$ cat src/rtl/if_fetch_queue.sv
`default_nettype none
// ============================================================================
// Module   : if_fetch_queue
// Purpose  : Instruction-fetch halfword queue with RVC/32-bit issue.
//            Fetches one 32-bit word per cycle from a combinational
//            instruction memory into a circular halfword queue, then issues
//            one RVC (16-bit) or 32-bit instruction per cycle into the
//            IF pipeline register. Supports EX flush redirect, issue stall
//            and predicted-taken redirect.
// Ports    : clk, rstn (async active-low)
//            flush_IF, pc_nxt_EX    - EX redirect
//            stall_IF               - hold issue stage
//            predict, predict_pc    - predictor result for pc_head
//            imem_addr, imem_rdata  - instruction memory word port
//            pc_head                - PC of queue head instruction
//            ir_IF, pc_IF, pc_4_IF, rvc_IF, predict_IF, valid_IF - issue reg
//            q_count                - occupied halfwords
// Revision : 1.0 - initial release
// ============================================================================
module if_fetch_queue #(
  parameter logic [31:0] RESET_PC = 32'h3000,
  parameter int          DEPTH    = 8,
  parameter int          IMEM_AW  = 8
) (
  input  logic                     clk,
  input  logic                     rstn,
  input  logic                     flush_IF,
  input  logic                     stall_IF,
  input  logic [31:0]              pc_nxt_EX,
  input  logic                     predict,
  input  logic [31:0]              predict_pc,
  output logic [IMEM_AW-1:0]       imem_addr,
  input  logic [31:0]              imem_rdata,
  output logic [31:0]              pc_head,
  output logic [31:0]              ir_IF,
  output logic [31:0]              pc_IF,
  output logic [31:0]              pc_4_IF,
  output logic                     rvc_IF,
  output logic                     predict_IF,
  output logic                     valid_IF,
  output logic [$clog2(DEPTH):0]   q_count
);

  localparam int          c_PW  = $clog2(DEPTH);
  localparam int          c_CW  = c_PW + 1;
  localparam logic [31:0] c_NOP = 32'h0000_0013;

  logic [15:0]     r_q [DEPTH];
  logic [c_PW-1:0] r_head;
  logic [c_PW-1:0] r_tail;
  logic [c_CW-1:0] r_count;
  logic [31:0]     r_fetch_pc;
  logic            r_skip_lo;
  logic [31:0]     r_pc_head;

  logic [15:0]     w_h0;
  logic [15:0]     w_h1;
  logic [c_PW-1:0] w_head_p1;
  logic [c_PW-1:0] w_tail_p1;
  logic            w_rvc;
  logic            w_avail;
  logic            w_issue;
  logic            w_redirect;
  logic            w_can_push;
  logic [c_CW-1:0] w_free;
  logic [c_CW-1:0] w_pushed;
  logic [c_CW-1:0] w_popped;
  logic [31:0]     w_ilen;

  assign w_head_p1 = r_head + c_PW'(1);
  assign w_tail_p1 = r_tail + c_PW'(1);
  assign w_h0      = r_q[r_head];
  assign w_h1      = r_q[w_head_p1];
  assign w_rvc     = (w_h0[1:0] != 2'b11);
  assign w_avail   = w_rvc ? (r_count != '0) : (r_count >= c_CW'(2));
  assign w_issue   = w_avail && !stall_IF && !flush_IF;
  // A taken prediction only counts when the predicted instruction issues.
  assign w_redirect = w_issue && predict;

  // Room is judged on the current count, before this cycle's pop.
  assign w_free     = c_CW'(DEPTH) - r_count;
  assign w_can_push = (w_free >= c_CW'(2));
  assign w_pushed   = w_can_push ? (r_skip_lo ? c_CW'(1) : c_CW'(2)) : '0;
  assign w_popped   = w_issue ? (w_rvc ? c_CW'(1) : c_CW'(2)) : '0;
  assign w_ilen     = w_rvc ? 32'd2 : 32'd4;

  assign imem_addr = r_fetch_pc[IMEM_AW+1:2];
  assign pc_head   = r_pc_head;
  assign q_count   = r_count;

  // Queue storage: no reset needed, occupancy is tracked by pointers/count.
  always_ff @(posedge clk) begin
    if (w_can_push && !flush_IF && !w_redirect) begin
      if (r_skip_lo) begin
        r_q[r_tail] <= imem_rdata[31:16];
      end else begin
        r_q[r_tail]    <= imem_rdata[15:0];
        r_q[w_tail_p1] <= imem_rdata[31:16];
      end
    end
  end

  always_ff @(posedge clk or negedge rstn) begin
    if (!rstn) begin
      r_head     <= '0;
      r_tail     <= '0;
      r_count    <= '0;
      r_fetch_pc <= {RESET_PC[31:2], 2'b00};
      r_skip_lo  <= RESET_PC[1];
      r_pc_head  <= RESET_PC;
      ir_IF      <= c_NOP;
      pc_IF      <= '0;
      pc_4_IF    <= '0;
      rvc_IF     <= 1'b0;
      predict_IF <= 1'b0;
      valid_IF   <= 1'b0;
    end else if (flush_IF) begin
      r_head     <= '0;
      r_tail     <= '0;
      r_count    <= '0;
      r_fetch_pc <= {pc_nxt_EX[31:2], 2'b00};
      r_skip_lo  <= pc_nxt_EX[1];
      r_pc_head  <= pc_nxt_EX;
      ir_IF      <= c_NOP;
      pc_IF      <= '0;
      pc_4_IF    <= '0;
      rvc_IF     <= 1'b0;
      predict_IF <= 1'b0;
      valid_IF   <= 1'b0;
    end else begin
      // Issue register: load instruction or bubble unless stalled.
      if (!stall_IF) begin
        if (w_avail) begin
          ir_IF      <= w_rvc ? {16'h0000, w_h0} : {w_h1, w_h0};
          pc_IF      <= r_pc_head;
          pc_4_IF    <= r_pc_head + w_ilen;
          rvc_IF     <= w_rvc;
          predict_IF <= predict;
          valid_IF   <= 1'b1;
        end else begin
          ir_IF      <= c_NOP;
          pc_IF      <= '0;
          pc_4_IF    <= '0;
          rvc_IF     <= 1'b0;
          predict_IF <= 1'b0;
          valid_IF   <= 1'b0;
        end
      end

      if (w_redirect) begin
        // Everything fetched past the predicted branch is wrong-path.
        r_head     <= '0;
        r_tail     <= '0;
        r_count    <= '0;
        r_fetch_pc <= {predict_pc[31:2], 2'b00};
        r_skip_lo  <= predict_pc[1];
        r_pc_head  <= predict_pc;
      end else begin
        if (w_can_push) begin
          r_fetch_pc <= r_fetch_pc + 32'd4;
          r_skip_lo  <= 1'b0;
        end
        r_tail  <= r_tail + w_pushed[c_PW-1:0];
        r_head  <= r_head + w_popped[c_PW-1:0];
        r_count <= r_count + w_pushed - w_popped;
        if (w_issue) begin
          r_pc_head <= r_pc_head + w_ilen;
        end
      end
    end
  end

endmodule
`default_nettype wire

$ cat config.mk
export PLATFORM = sky130hd
export DESIGN_NAME = if_fetch_queue
export DESIGN_NICKNAME = d
export VERILOG_FILES = /design/src/rtl/if_fetch_queue.sv
export SDC_FILE = /design/constraint.sdc
export NUM_CORES = 1
export LEC_CHECK = 0
export CORE_AREA = 2 2 185 187
export CTS_CLUSTER_DIAMETER = 100
export CTS_CLUSTER_SIZE = 24
export DETAILED_ROUTE_END_ITERATION = 8
export DIE_AREA = 0 0 187 189
export GPL_TIMING_DRIVEN = 0
export HOLD_SLACK_MARGIN = 0.08
export PLACE_DENSITY = 0.69
export SLEW_MARGIN = 20
export SYNTH_ARGS = -nofsm -noshare
export SYNTH_HDL_FRONTEND = slang
export SYNTH_SLANG_ARGS = --single-unit
$ cat constraint.sdc
create_clock -name clk -period 6.9 [get_ports clk]
set_input_delay 1.38 -clock clk [delete_from_list [all_inputs] [get_ports clk]]
set_output_delay 1.38 -clock clk [all_outputs]
set_load 0.02 [all_outputs]
==> reports/qor.yml, run 1 <==
run_status: "finished clean"
p_clk_frac: 0.137
period_share: 0.6519
synth_top_area_share: 0.2590
overflow: 0
crit_fanout: 10
cts_sinks: 277
final-hold-violation-count: 0
seqPwrFrac: 0.363
die-area_sq_um: 35340
worst_pin_slew_ps: 1055
cp-start-kind: "primary input"
worst_slack_ps: 2402
grt_antenna_before_repair: 0
power.switching_mw: 2.900
clock_path_buffers: 3
grt_pass1_wl_mm: 72.04
crit_path_end_kind: "flop"
cts_root_buffer: "clkbuf_16"
cts_resized: 0
dr_total_vias: 11360
core_area_sq_um: 33280
synthTopCellsByArea: "edfxtp_1, dfrtp_1, mux4_2"
cts_tree: "yes"
synthTopCellsByCount: "dfrtp_1, edfxtp_1, mux2_2"
post_cts_buffers: 0
cts_max_level: 1
maxSlewViolCount: 0
syn2layout_area_growth_pct: 24.14
drive_above_1_share: 0.1868
combPwrFrac: 0.500
clk_latency_ps: 510
yosysWarnings: 0
synth_nets: 1269
ys_ff_latch: 277
holdCritPathClass: "reg -> reg"
dieWidth_um: 187
yosysUniqueCellTypes: 68
synth_flop_cell: "dfrtp_1"
vias_per_cell: 6.068
hold_buffers: 0
arrival_ps: 4860
antenna_cells: 0
skew_ps: 18.83
synth_most_common_cell: "dfrtp_1"
portBuffers: 241
rsz0062_at_grt: "no"
drc: 0
final_nets: 1536
drt_pre_antenna_iters: 7
nFillCells: 2823
critPathKind: "in -> reg"
cap_violations: 0
ant_nets: 0
synthCells: 1149
vdd_drop_max_mv: 0.1949
cts_buffers: 15
drt_wl_total_mm: 47.80
dpl.hpwl_mm: 35.56
powerDensity_nw_per_um2: 387.7
drt_iter0_markers: 1087
intPower_mw: 4.243
switching_share: 0.4060
synth_edf_count: 128
rows: 67
pre_cts_slack_ps: 1887
grt_pass1_vias: 11550
die_y_um: 189
io_pins: 244
synth_top_area_cell: "edfxtp_1"
synth-seq-area-share: 0.5106
power_leakage_nw: 6.675
initial_core_util: 0.4460
avgSynthCellArea_sq_um: 12.92
globalplace.congestion: 0.9274
synthesis.area_sq_um: 14840
clk_pin_slew_ps: 100
routedWlPerCell_um: 25.54
required_ps: 7260
setup-tns-final_ps: 0
relSlewSlack: 0.2965
grt_max_degree: 90
setup_viol: 0
grt_use_total: 0.2692
ys_async_sr_fraction: 0.5379
max_freq_mhz: 222.3
period_minus_slack_ps: 4498
==> final cells by class <==
class,instances,area (sq um),area share
flip-flops and latches,277,7579,0.4113
multi-input cells,760,6832,0.3708
repair buffers,250,2561,0.1390
well taps,448,560.5,0.03042
clock buffers,24,409.1,0.02221
plain buffers,78,339.1,0.01840
inverters,34,127.6,0.006927
clock inverters,1,16.27,0.0008829
==> registers in the layout (all words and copies together) (netlist names) <==
signal / flops
predict_IF: 1
q_count: 4
ir_IF: 32
r_skip_lo: 1
r_q: 128
pc_head: 32
pc_4_IF: 31
r_head: 3
pc_IF: 32
r_tail: 3
valid_IF: 1
rvc_IF: 1
r_fetch_pc: 8
==> power groups by stage <==
stage	Combinational [mW]	Clock [mW]	Sequential (mW)
after floorplan	1.90	0	2.80
after global placement	3.43	0	2.61
after detailed placement	3.55	0	2.62
after CTS	3.56	0.985	2.59
after global routing	3.82	1.03	2.64
final	3.57	0.977	2.59
==> critical path: stages <==
cell and delay, ps:
clkdlybuf4s50_1 590, a21o_1 240, a21oi_1 140, o21ai_1 510
clkbuf_1 590, nor2_1 240, ha_1 340, inv_1 40
ha_1 200, fa_1 380, xnor2_1 160, nor2_1 50
==> cells by family after synthesis <==
kind of cell | count (synthesis) | share of synthesized area
compound gates | 232 | 0.1100
mux | 238 | 0.2323
fa+ha+maj | 19 | 0.01855
simple gates | 235 | 0.07587
buf+inv | 112 | 0.03136
flops | 277 | 0.5106
xor+xnor | 36 | 0.02124
==> cell usage in the layout, fill, tap and decap left out, drive strengths merged, types with 4 or more instances in the layout <==
cell type        n
dfstp            5
nor2            39
o211ai          12
a21oi           28
a221oi           9
mux2i           42
o21ai           66
inv             32
xnor2           21
or2              4
clkbuf          79
a211oi           6
a22oi           11
edfxtp         128
xor2            15
fa               5
o22ai            4
buf             33
or3              6
dfrtp          144
mux2           132
o31ai            5
nor3            24
a311oi           4
clkdlybuf4s50  240
mux4            64
and3             6
nand2           91
nand3           23
a21o             9
nor4             9
a31oi           14
and2            13
a22o            42
ha              14
nand4           11
==> path summary, 6_finish.rpt <==
kind,from,end,slack (ps),cells after the start
max in group asynchronous,rstn,ir_IF[1],5250,2
setup reg to reg,r_head[0],q_count[3],2570,14
setup / recovery,stall_IF,q_count[2],2400,12
hold reg to reg,valid_IF,valid_IF,480,2
hold / removal,valid_IF,valid_IF,480,2
min in group asynchronous,rstn,pc_IF[13],800,1
==> routing by layer <==
metal	vias to the layer above	track usage	routed length (um)
met5	-	0	0
met4	0	0.1255	2356
met3	110	0.04634	4023
met2	583	0.4482	22760
met1	5724	0.3451	18660
li1	4943	-	-
==> per-stage QoR <==
step | power (mW) | instances | instance area [sq um] | util | hold slack, ps
6_report | 7.143 | 1872 | 18420 | 0.5536 | 482.9
2_1_floorplan | 4.703 | 1149 | 14840 | - | 531.7
3_3_place_gp | 6.042 | 1838 | 17810 | 0.5353 | 460.3
3_5_place_dp | 6.168 | 1847 | 17990 | 0.5405 | 462.6
4_1_cts | 7.137 | 1872 | 18420 | 0.5533 | 486.2
5_1_grt | 7.487 | 1872 | 18420 | 0.5536 | 515.1
Power figures use the tool's default switching activity.
==> inputs of run 2 (changes only) <==
--- a/config.mk
+++ b/config.mk
@@ -12,7 +12,7 @@
 export DIE_AREA = 0 0 187 189
 export GPL_TIMING_DRIVEN = 0
 export HOLD_SLACK_MARGIN = 0.08
-export PLACE_DENSITY = 0.69
+export PLACE_DENSITY = 0.71
 export SLEW_MARGIN = 20
 export SYNTH_ARGS = -nofsm -noshare
 export SYNTH_HDL_FRONTEND = slang
==> constraint.sdc (replaced) <==
create_clock -name clk -period 3.8 [get_ports clk]
set_input_delay 0.76 -clock clk [delete_from_list [all_inputs] [get_ports clk]]
set_output_delay 0.76 -clock clk [all_outputs]
set_load 0.02 [all_outputs]
==> run 2 against run 1 <==
Combinational power is 87% higher. Critical endpoint is now pc_head[25]. Critical path type is now reg -> reg. Clock skew is 4.4 ps lower. Critical path depth is 2 higher. Hold slack worse by 220 ps. Worst setup slack worse by 2300 ps. Highest routed layer is now met5. Clock power is 88% higher. Sequential share of layout area is 0.56 points lower. Via count is 0.98% higher. Largest cell class unchanged.
==> reports/qor.yml, run 2 (synthesis gave the netlist of run 1 again) <==
grt_antenna_before_repair: 1  # +1
cts_root_buffer: "clkbuf_16"
power_leakage_nw: 6.806  # +2.0%
drt_wl_total_mm: 47.91  # +0.21%
drt_pre_antenna_iters: 5  # -2
overflow: 0  # unchanged
placed_area_sq_um: 17970  # about the same
initial_core_util: 0.4460  # unchanged
mostFrequentLayoutCell: "clkdlybuf4s50_1"
seqPwrFrac: 0.355  # -0.008
cap_violations: 0  # unchanged
maxSlewViolCount: 0  # unchanged
holdCritPathClass: "in -> async"
grt_busiest_layer: "met2"
ant_nets: 0  # unchanged
portBuffers: 241  # unchanged
met2_usage: 0.4578  # +0.009580
grt_pass1_wl_mm: 72.11  # +0.10%
grt_max_degree: 86  # -4.4%
largest-register: "r_q"
globalplace.congestion: 0.9272  # about the same
max_freq_mhz: 273.2
dieWidth_um: 187  # unchanged
cts_max_level: 1  # unchanged
relSlewSlack: 0.2886  # -0.007918
clk_latency_ps: 510  # about the same
cp-start-kind: "flop"
r2r-end: "pc_head[25]"
syn2layout_area_growth_pct: 25.84
cts_tree: "yes"
drive_above_1_share: 0.2078  # +0.02101
critPathKind: "reg -> reg"
grtUsageMet1: 0.3395  # -0.005584
run_status: "finished clean"
grt_pass1_vias: 11530  # -0.22%
cts_buffers: 15  # unchanged
grt_use_total: 0.2677  # -0.001496
cts_sinks: 277  # unchanged
core_area_sq_um: 33280  # unchanged
crit_path_end_kind: "flop"
p_total_mw: 13.21  # +85%
design_area_sq_um: 18680  # +1.4%
combPwrFrac: 0.506  # +0.006
required_ps: 4220  # -3040 ps
routedWlPerCell_um: 25.45  # -0.32%
setup_viol: 0  # unchanged
final_nets: 1546  # +0.65%
vdd_drop_max_mv: 0.3597  # +85%
worstReg2RegStart: "r_head[0]"
period_minus_slack_ps: 3660
skew_ps: 14.40  # -4.437 ps
intPower_mw: 7.867  # +85%
powerDensity_nw_per_um2: 707.1  # +82%
crit_fanout: 7  # -3
die-area_sq_um: 35340  # unchanged
largest_reg_flops: 128  # unchanged
die_y_um: 189  # unchanged
arrival_ps: 4080  # -780 ps
io_pins: 244  # unchanged
switching_share: 0.4043  # -0.001714
worst_pin_slew_ps: 1062  # +7.200 ps
antenna_cells: 0  # unchanged
clock_path_buffers: 3  # unchanged
dpl.hpwl_mm: 35.25  # -0.88%
final-hold-violation-count: 0  # unchanged
rrSetupSlack_ps: 140  # -2430 ps
rows: 67  # unchanged
period_share: 0.9633
rsz0062_at_grt: "no"
drt_iter0_markers: 1166  # +7.3%
rr_worst_depth: 14  # unchanged
layout_common_cells: "clkdlybuf4s50_1, dfrtp_1, edfxtp_1"
clk_pin_slew_ps: 100  # about the same
dr_total_vias: 11470  # +0.98%
p_clk_frac: 0.139  # +0.002
drc: 0  # unchanged
use_met3: 0.04745  # +0.001112
vias_per_cell: 6.095  # +0.44%
power.switching_mw: 5.339  # +84%
==> run 2: how the worst max path moves through the flow <==
stage                    from          end  slack [ps]  cells past startpoint
floorplan           r_head[0]  pc_head[23]         270                     13
global placement         rstn   q_count[2]       -4360                      1
detailed placement   stall_IF   r_q[3][13]        -570                      8
CTS                 r_head[0]  pc_head[23]         -20                     13
global route        r_head[0]  pc_head[21]           1                     15
finish              r_head[0]  pc_head[25]         140                     14
==> run 2: power by group through the flow <==
stage	clock (mW)	combinational, mW	sequential (mW)
floorplan	0	3.45	5.09
global placement	0	6.24	4.71
detailed placement	0	6.45	4.73
CTS	1.87	6.57	4.67
global route	1.97	7.09	4.76
finish	1.84	6.68	4.69
==> run 2: critical path, stage by stage, from the launching register on <==
cell	delay (ps)
dfrtp_1	400
buf_8	150
mux4_2	580
mux2i_4	270
nor2_4	80
inv_1	110
ha_1	170
inv_1	60
fa_2	440
or3_4	390
nor3_4	230
buf_4	150
and3_4	180
xnor2_1	80
a311oi_1	270
==> run 2: per-stage QoR <==
stage          cells  worst slack [ps]  utilization  TNS [ps]  hold WS [ps]
6_report        1882             139.6       0.5612         0         265.2
5_1_grt         1882             1.459       0.5612         0         300.7
4_1_cts         1874            -18.84       0.5575    -18.84         280.7
3_5_place_dp    1846            -569.2       0.5400    -59240         470.6
3_3_place_gp    1838             -4361       0.5353   -783660         459.3
2_1_floorplan   1149             270.5            -         0         464.4
==> run 2: layout make-up <==
| cell class | instances | area, sq um |
|---|---|---|
| Inverter | 34 | 127.6 |
| Sequential cell | 277 | 7579 |
| Buffer | 78 | 355.3 |
| Clock inverter | 3 | 45.04 |
| Fill cell | 2768 | 14600 |
| Tap cell | 448 | 560.5 |
| Timing Repair Buffer | 260 | 2646 |
| Multi-Input combinational cell | 760 | 6952 |
| Clock buffer | 22 | 411.6 |
==> run 2: metal layers <==
metal  up-vias  wire [um]
met2       667      23210
li1       4961          -
met5         -          9
met3       124       4109
met1      5717      18530
met4         2       2040
==> run 2: what timing repair did <==
item	CTS	global route
hold buffers	0	0
setup buffers	3	8
pin swaps	2	8
gates resized for setup	21	11
endpoints found under the setup margin	150	104
